[src/rtl/triangle_list_ctrl.sv]
// triangle_list_ctrl: arbitrates two triangle producers into a triangle list and feeds a rasterizer from it.
// Ports: Clk/Reset_n (async active-low); p0_*/p1_* producer valid/tri/last/ready;
// tl_* list write (w_en, triangle_in), read (r_en, triangle_out) and status (is_empty, is_full);
// c_valid/c_tri/c_ready rasterizer handshake; frame_start/frame_done/busy/tri_count frame control.
module triangle_list_ctrl #(
  parameter int WI = 2,
  parameter int WF = 2
) (
  input  logic                             Clk,
  input  logic                             Reset_n,
  input  logic                             p0_valid,
  input  logic [2:0][2:0][WI+WF-1:0]       p0_tri,
  input  logic                             p0_last,
  output logic                             p0_ready,
  input  logic                             p1_valid,
  input  logic [2:0][2:0][WI+WF-1:0]       p1_tri,
  input  logic                             p1_last,
  output logic                             p1_ready,
  output logic                             tl_w_en,
  output logic [2:0][2:0][WI+WF-1:0]       tl_triangle_in,
  output logic                             tl_r_en,
  input  logic [2:0][2:0][WI+WF-1:0]       tl_triangle_out,
  input  logic                             tl_is_empty,
  input  logic                             tl_is_full,
  output logic                             c_valid,
  output logic [2:0][2:0][WI+WF-1:0]       c_tri,
  input  logic                             c_ready,
  input  logic                             frame_start,
  output logic                             frame_done,
  output logic                             busy,
  output logic [15:0]                      tri_count
);
  typedef enum logic [1:0] {R_IDLE, R_POP, R_WAIT, R_HOLD} state_t;
  state_t state_q, state_d;
  logic ptr_q, ptr_d, busy_q, busy_d, done0_q, done0_d, done1_q, done1_d;
  logic [15:0] cnt_q, cnt_d;
  logic [2:0][2:0][WI+WF-1:0] ctri_q, ctri_d;
  logic v0, v1, g0, g1, start, fin;
  // A producer is eligible only inside a frame, with list space, before its last triangle.
  assign v0 = busy_q & ~tl_is_full & p0_valid & ~done0_q;
  assign v1 = busy_q & ~tl_is_full & p1_valid & ~done1_q;
  // ptr_q=0 prefers p0; the preference only matters when both are eligible.
  assign g0 = v0 & (~v1 | ~ptr_q);
  assign g1 = v1 & (~v0 | ptr_q);
  assign p0_ready = g0;
  assign p1_ready = g1;
  assign tl_w_en = g0 | g1;
  assign tl_triangle_in = g1 ? p1_tri : p0_tri;
  assign tl_r_en = state_q == R_POP;
  assign c_valid = state_q == R_HOLD;
  assign c_tri = ctri_q;
  assign busy = busy_q;
  assign tri_count = cnt_q;
  assign start = frame_start & ~busy_q;
  assign fin = busy_q & done0_q & done1_q & tl_is_empty & (state_q == R_IDLE);
  assign frame_done = fin;
  always_comb begin
    state_d = state_q;
    ctri_d = ctri_q;
    case (state_q)
      R_IDLE: state_d = tl_is_empty ? R_IDLE : R_POP;
      R_POP:  state_d = R_WAIT;
      R_WAIT: begin
        ctri_d = tl_triangle_out;
        state_d = R_HOLD;
      end
      R_HOLD: state_d = c_ready ? (tl_is_empty ? R_IDLE : R_POP) : R_HOLD;
    endcase
    ptr_d = (g0 | g1) ? g0 : ptr_q;
    busy_d = start | (busy_q & ~fin);
    done0_d = ~start & (done0_q | (g0 & p0_last));
    done1_d = ~start & (done1_q | (g1 & p1_last));
    cnt_d = start ? 16'd0 : (c_valid & c_ready & ~&cnt_q) ? cnt_q + 16'd1 : cnt_q;
  end
  always_ff @(posedge Clk or negedge Reset_n) begin
    if (!Reset_n) begin
      state_q <= R_IDLE;
      ptr_q <= 1'b0;
      busy_q <= 1'b0;
      done0_q <= 1'b0;
      done1_q <= 1'b0;
      cnt_q <= '0;
      ctri_q <= '0;
    end else begin
      state_q <= state_d;
      ptr_q <= ptr_d;
      busy_q <= busy_d;
      done0_q <= done0_d;
      done1_q <= done1_d;
      cnt_q <= cnt_d;
      ctri_q <= ctri_d;
    end
  end
endmodule

[config.mk]
export PLATFORM = sky130hd
export DESIGN_NAME = triangle_list_ctrl
export DESIGN_NICKNAME = d
export VERILOG_FILES = /design/src/rtl/triangle_list_ctrl.sv
export SDC_FILE = /design/constraint.sdc
export NUM_CORES = 1
export LEC_CHECK = 0
export ABC_AREA = 1
export CORE_ASPECT_RATIO = 0.9
export CORE_MARGIN = 3
export CORE_UTILIZATION = 36
export DETAILED_ROUTE_END_ITERATION = 7
export MAX_ROUTING_LAYER = met4
export PLACE_DENSITY_LB_ADDON = 0.15
export SYNTH_ARGS = -nofsm -noshare
export SYNTH_HDL_FRONTEND = slang
export SYNTH_SLANG_ARGS = --single-unit
[constraint.sdc]
create_clock -name Clk -period 1.7 [get_ports Clk]
set_input_delay 0.34 -clock Clk [delete_from_list [all_inputs] [get_ports Clk]]
set_output_delay 0.34 -clock Clk [all_outputs]
set_load 0.05 [all_outputs]
=== After elaboration in Yosys (flattened, before gate mapping) ===
Index checks and enable logic that the tools add are counted.

* Register bits after elaboration: 58

* Reduce and logical (&&, ||, !) cells: 4
* Add/sub/neg operators: 1
* Muxes and demuxes: 6
* Eq/ne operators: 3
* Bitwise operators: 34

{| class="wikitable"
|+ Operators with widths
! operator !! count
|-
| 36-bit two-way mux || 1
|-
| 16-bit two-way mux || 2
|-
| 1-bit AND || 19
|-
| 16-bit by 1-bit adder with 16-bit output (second input constant) || 1
|-
| 16-bit AND reduction || 1
|-
| 1-bit NOT || 9
|-
| 2-bit case mux with 4 select lines || 1
|-
| 1-bit OR || 6
|-
| 2-bit == test (second input constant) || 2
|-
| 2-bit by 1-bit == test with 1-bit output (second input constant) || 1
|-
| 2-bit logical NOT || 1
|-
| 2-bit two-way mux || 1
|-
| 2-bit nonzero test || 1
|-
| 1-bit logical NOT || 1
|-
| 1-bit two-way mux || 1
|}

=== Longest topological paths before layout ===
Gate-level depths: netlist (run 1).

* Depth in word-level cells: 10
* Gate-level depth with buffers: 10
* Gate-level depth less buffers: 9

=== Worst setup path after synthesis (run 1) ===
OpenSTA, ideal clock, no wires.

* Path kind: register to output
* Start point: register busy_q, in the netlist busy
* End point: output frame_done
* Buffers on the path: 0
* Data required time: 1.360 ns
* Setup slack: -0.550 ns
* Arrival: 1.910 ns
* Cell stages (with the launch flop): 3
* Path through: dfrtp_1 nand4_1 nor3_1

* Cells in the longest elaborated chain, start to end: 4

{| class="wikitable"
|+ RTL lines
! what !! RTL line !! source
|-
| start, declared || 35 || <nowiki>logic ptr_q, ptr_d, busy_q, busy_d, done0_q, done0_d, done1_q, done1_d;</nowiki>
|-
| start signal, assigned || 87 || <nowiki>busy_q <= busy_d;</nowiki>
|-
| 1-bit AND (4 in a row) || 55 || <nowiki>assign fin = busy_q & done0_q & done1_q & tl_is_empty & (state_q == R_IDLE);</nowiki>
|-
| end, declared || 29 || <nowiki>output logic frame_done,</nowiki>
|}

No other way between the ends.

==> results.txt, run 1 <==
The largest clock skew in the final design is ~0.010 ns. The number of cell rows is 31. The run finished, with violations left.

The via count normalized by instance count is roughly 4.9. The total number of H-tree levels came out at 3. The wire length the detailed router placed on met1 came out at a little over 5000 µm. The worst setup path is launched from a register. The synthesized area per cell came out at ~8 µm².

The maximum ir drop on the vdd rail is approximately 0.0012 V. The maximum number of pins on one net before global-route repair came out at 49. The maximum frequency from static timing analysis is around 460 MHz. The worst slew margin relative to its limit is between 70% and 80%. Summed over all nets, wire length on met3 after detailed routing comes to between 1000 and 1500 µm. The area of the core came out at a little over 8000 µm². After detailed routing, the number of remaining DRC violations is 0. The number of clock sinks came out at 58. The synthesis-to-finish area growth is 121.7%. After synthesis, the largest area contributor takes up 46.44% of total cell area. The via count of the first global-routing pass is between 3,000 and 4,000.

The worst setup path is of the register to output port kind. In the final layout, the share of cells above drive strength 1 is 48.91%. Ranked by total cell area, the synthesized netlist is headed by sky130_fd_sc_hd__dfrtp_1 46%, sky130_fd_sc_hd__nand2_1 22%, sky130_fd_sc_hd__mux2_2 13%.

The critical path data required time is around 1.4 ns. The time the worst path needs with I/O delays and setup came out at 2.174 ns. The arrival time at the worst endpoint came out at between 1.5 and 2 ns. For this block, the routed nets add up to 14,720 µm of wire. The final instance area is 6928 µm². The number of clock buffers added by TritonCTS is 9.

The die outline width is around 100 µm. The initial DRC count is around 170. Of all nets on the critical path, the largest fanout is 8. The transition time of the tightest slew-check pin came out at roughly 0.33 ns. Port buffering added between 200 and 250 buffers. The number of nets handed over by synthesis was ~500. The placed instance area is about 6200 µm². The count of antenna-violating nets left after detailed routing came out at 0. The die height came out at between 90 and 100 µm.

The total routing resource utilization after global routing is between 20% and 30%. Synthesis produced between 300 and 400 cells. Before antenna repair, the detailed router went through 4 iterations. The initial standard-cell utilization of the core is between 30 and 40%. The final setup violation count came out at 40. In the final design database the tool counted around 760 nets. The number of pins with negative max-slew slack in the final report is 0. The post-route worst hold slack came out at 0.4125 ns.

The number of hold violations in the final report is 0. The clock passes through at most 2 buffers. The areal power density over the cells is around 1800 nW/µm². Setup repair after global routing could not meet its margin everywhere. The sum of net half-perimeters after detailed placement is approximately 9500 µm.

Of all cell types, the one taking the most synthesized area is sky130_fd_sc_hd__dfrtp_1. The filler cell count in the final layout is 470. The kind of path behind the tightest hold check is primary input to asynchronous set/reset pin.

The worst path setup slack after routing is -0.4738 ns. The number of max-cap violations came out at 0. Sequential cells were found to cover a little under half of the synthesized design area.

The leakage component of the power is approximately 3.2 nW. The global placement routability congestion came out at just over 0.8. The uppermost layer routed is met4.

Counting flops and latches in the post-synthesis netlist gives 58. The element type at the critical path end is an output port. For this run, the number of Yosys warnings is 0. The routed length on met2 came out at ~8100 µm. The worst-skew pair later-pin latency came out at approximately 0.34 ns. In this run the count of I/O pins placed on the die edge is between 200 and 250. The number of distinct library cells after synthesis is 23. The final reports fail on setup timing. The clock transition at the registers of the reported paths came out at 0.07 ns. The remaining global-route overflow is 0. The tree is rooted in a sky130_fd_sc_hd__clkbuf_8. The via count came out at between 3,000 and 4,000. The first-pass GRT wire length is 19,750 µm.

The share of the clock period used by the worst path after layout is 127.9%. The mean routed wirelength per cell is between 15 and 20 µm. The die covers 9837 µm². The number of antenna violations at the first check in global routing was 2. TritonCTS built the clock tree.

The area of the mapped netlist came out at 3125 µm².
per-layer routing:
layer / global-route usage [%] / up-vias
met5: - / -
met4: 7.198 / 0
met3: 8.681 / 36
met2: 49.13 / 159
met1: 26.82 / 1825
li1: - / 1720
metrics by stage:
stage / total power, mW / utilization [%] / cells / worst slack (ns) / setup TNS (ns)
5_1_grt: 13.02 / 83.86 / 757 / -0.5361 / -19.21
6_report: 12.56 / 83.86 / 757 / -0.4738 / -16.52
3_5_place_dp: 10.35 / 74.94 / 720 / -0.4510 / -15.32
4_1_cts: 12.11 / 80.77 / 746 / -0.3843 / -13.09
3_3_place_gp: 10.20 / 74.94 / 720 / -0.3771 / -13.38
2_1_floorplan: 7.035 / - / 384 / -0.06145 / -0.9848
sequential cells by signal, summed over array words and instances (netlist names):
name and flops:
tri_count 16, done1_q 1, state_q 2, c_tri 36, busy 1, done0_q 1
ptr_q 1
cell usage after synthesis:
library cell               count
sky130_fd_sc_hd__o21ai_0       5
sky130_fd_sc_hd__nand2_2       1
sky130_fd_sc_hd__xnor2_1       1
sky130_fd_sc_hd__ha_1          1
sky130_fd_sc_hd__a21oi_1       3
sky130_fd_sc_hd__nor2_1       19
sky130_fd_sc_hd__or2_2         1
sky130_fd_sc_hd__nor3_1        2
sky130_fd_sc_hd__xor2_1        6
sky130_fd_sc_hd__nand2_1     185
sky130_fd_sc_hd__clkbuf_1      1
sky130_fd_sc_hd__mux2_2       36
sky130_fd_sc_hd__nand4_1       9
sky130_fd_sc_hd__nor2_4        4
sky130_fd_sc_hd__nand3_1      11
sky130_fd_sc_hd__nor2_8        1
sky130_fd_sc_hd__buf_4         3
sky130_fd_sc_hd__buf_2         8
sky130_fd_sc_hd__inv_2         4
sky130_fd_sc_hd__buf_6         1
sky130_fd_sc_hd__nand3b_1      2
sky130_fd_sc_hd__inv_1        22
sky130_fd_sc_hd__dfrtp_1      58
final cells by class:
class                   instances  area [µm²]  area share (%)
flip-flops and latches         58        1455           21.00
multi-input cells             288        2012           29.04
clock buffers                  11       151.4           2.185
diodes                          2       5.005         0.07224
inverters                      26       107.6           1.553
repair buffers                253        3002           43.33
clock inverters                 4       51.30          0.7405
well taps                     115       143.9           2.077
power breakdown:
group	switching (mW)	leakage (nW)	internal [mW]	total (mW)
combinational	5.14	2.41	3.71	8.86
clock	0.563	0.101	0.748	1.31
sequential	0.423	0.706	1.97	2.39
total	6.13	3.22	6.43	12.6
cells in the final DEF (no fill, tap or decap), drive strengths merged:
cell,synthesis,final
clkdlybuf4s50,0,113
mux2,36,36
o21ai,5,5
nor3,2,2
buf,12,133
or2,1,1
xor2,6,6
ha,1,1
clkinv,0,2
clkinvlp,0,1
dlygate4sd3,0,1
nand3,11,11
dlymetal6s2s,0,1
diode,0,2
clkbuf,1,14
inv,26,26
dfrtp,58,58
a21oi,3,3
xnor2,1,1
nand4,9,9
bufinv,0,1
nand2,186,186
dlygate4sd2,0,2
nand3b,2,2
nor2,24,25
critical path, cell delays in order (launching register included):
cell and delay, ns:
sky130_fd_sc_hd__dfrtp_1 0.40, sky130_fd_sc_hd__inv_2 0.08, sky130_fd_sc_hd__nand2_2 0.06, sky130_fd_sc_hd__nor2_4 0.12
sky130_fd_sc_hd__nand2_2 0.10, sky130_fd_sc_hd__nand2_4 0.16, sky130_fd_sc_hd__buf_4 0.22, sky130_fd_sc_hd__nand2_1 0.13
sky130_fd_sc_hd__nand2_4 0.10, sky130_fd_sc_hd__buf_12 0.13
final timing paths:
check	from	endpoint	slack [ns]	cells after the start
max	done1_q$_DFF_PN0_	tl_triangle_in[33]	-0.47	9
min	Reset_n	tri_count[2]$_DFFE_PN0P_	0.41	2
min reg2reg	c_tri[12]$_DFFE_PN0P_	c_tri[12]$_DFFE_PN0P_	0.51	1
min in group Clk	c_tri[12]$_DFFE_PN0P_	c_tri[12]$_DFFE_PN0P_	0.51	1
max reg2reg	tri_count[1]$_DFFE_PN0P_	tri_count[6]$_DFFE_PN0P_	0.07	9
max in group asynchronous	Reset_n	busy$_DFF_PN0_	0.72	3
repair_timing:
| item | in CTS | in global routing |
|---|---|---|
| endpoints found under the setup margin | 40 | 55 |
| cloned | 4 | 4 |
| buffers inserted | 6 | 7 |
| pin swaps | 1 | 12 |
| hold endpoints to repair | 10 | 0 |
| gates resized for setup | 48 | 48 |
| hold buffers | 1 | 0 |
kinds of logic (layout without fill, tap and decap cells):
logic type	Yosys count	count (layout)	share of synthesized area, %
fa+ha+maj	1	1	0.4003
xor+xnor	7	7	1.962
flops	58	58	46.44
mux	36	36	12.97
buf+inv	39	294	5.604
simple gates	235	236	31.35
compound gates	8	8	1.281
other cells	0	2	0
(Power assumes the default switching activity.)
==> run 2, diff against run 1 <==
- ABC_CLOCK_PERIOD_IN_PS: unset -> 1700
==> results of run 2 <==
No change in the layout: final DEF, timing and power equal those of run 1.
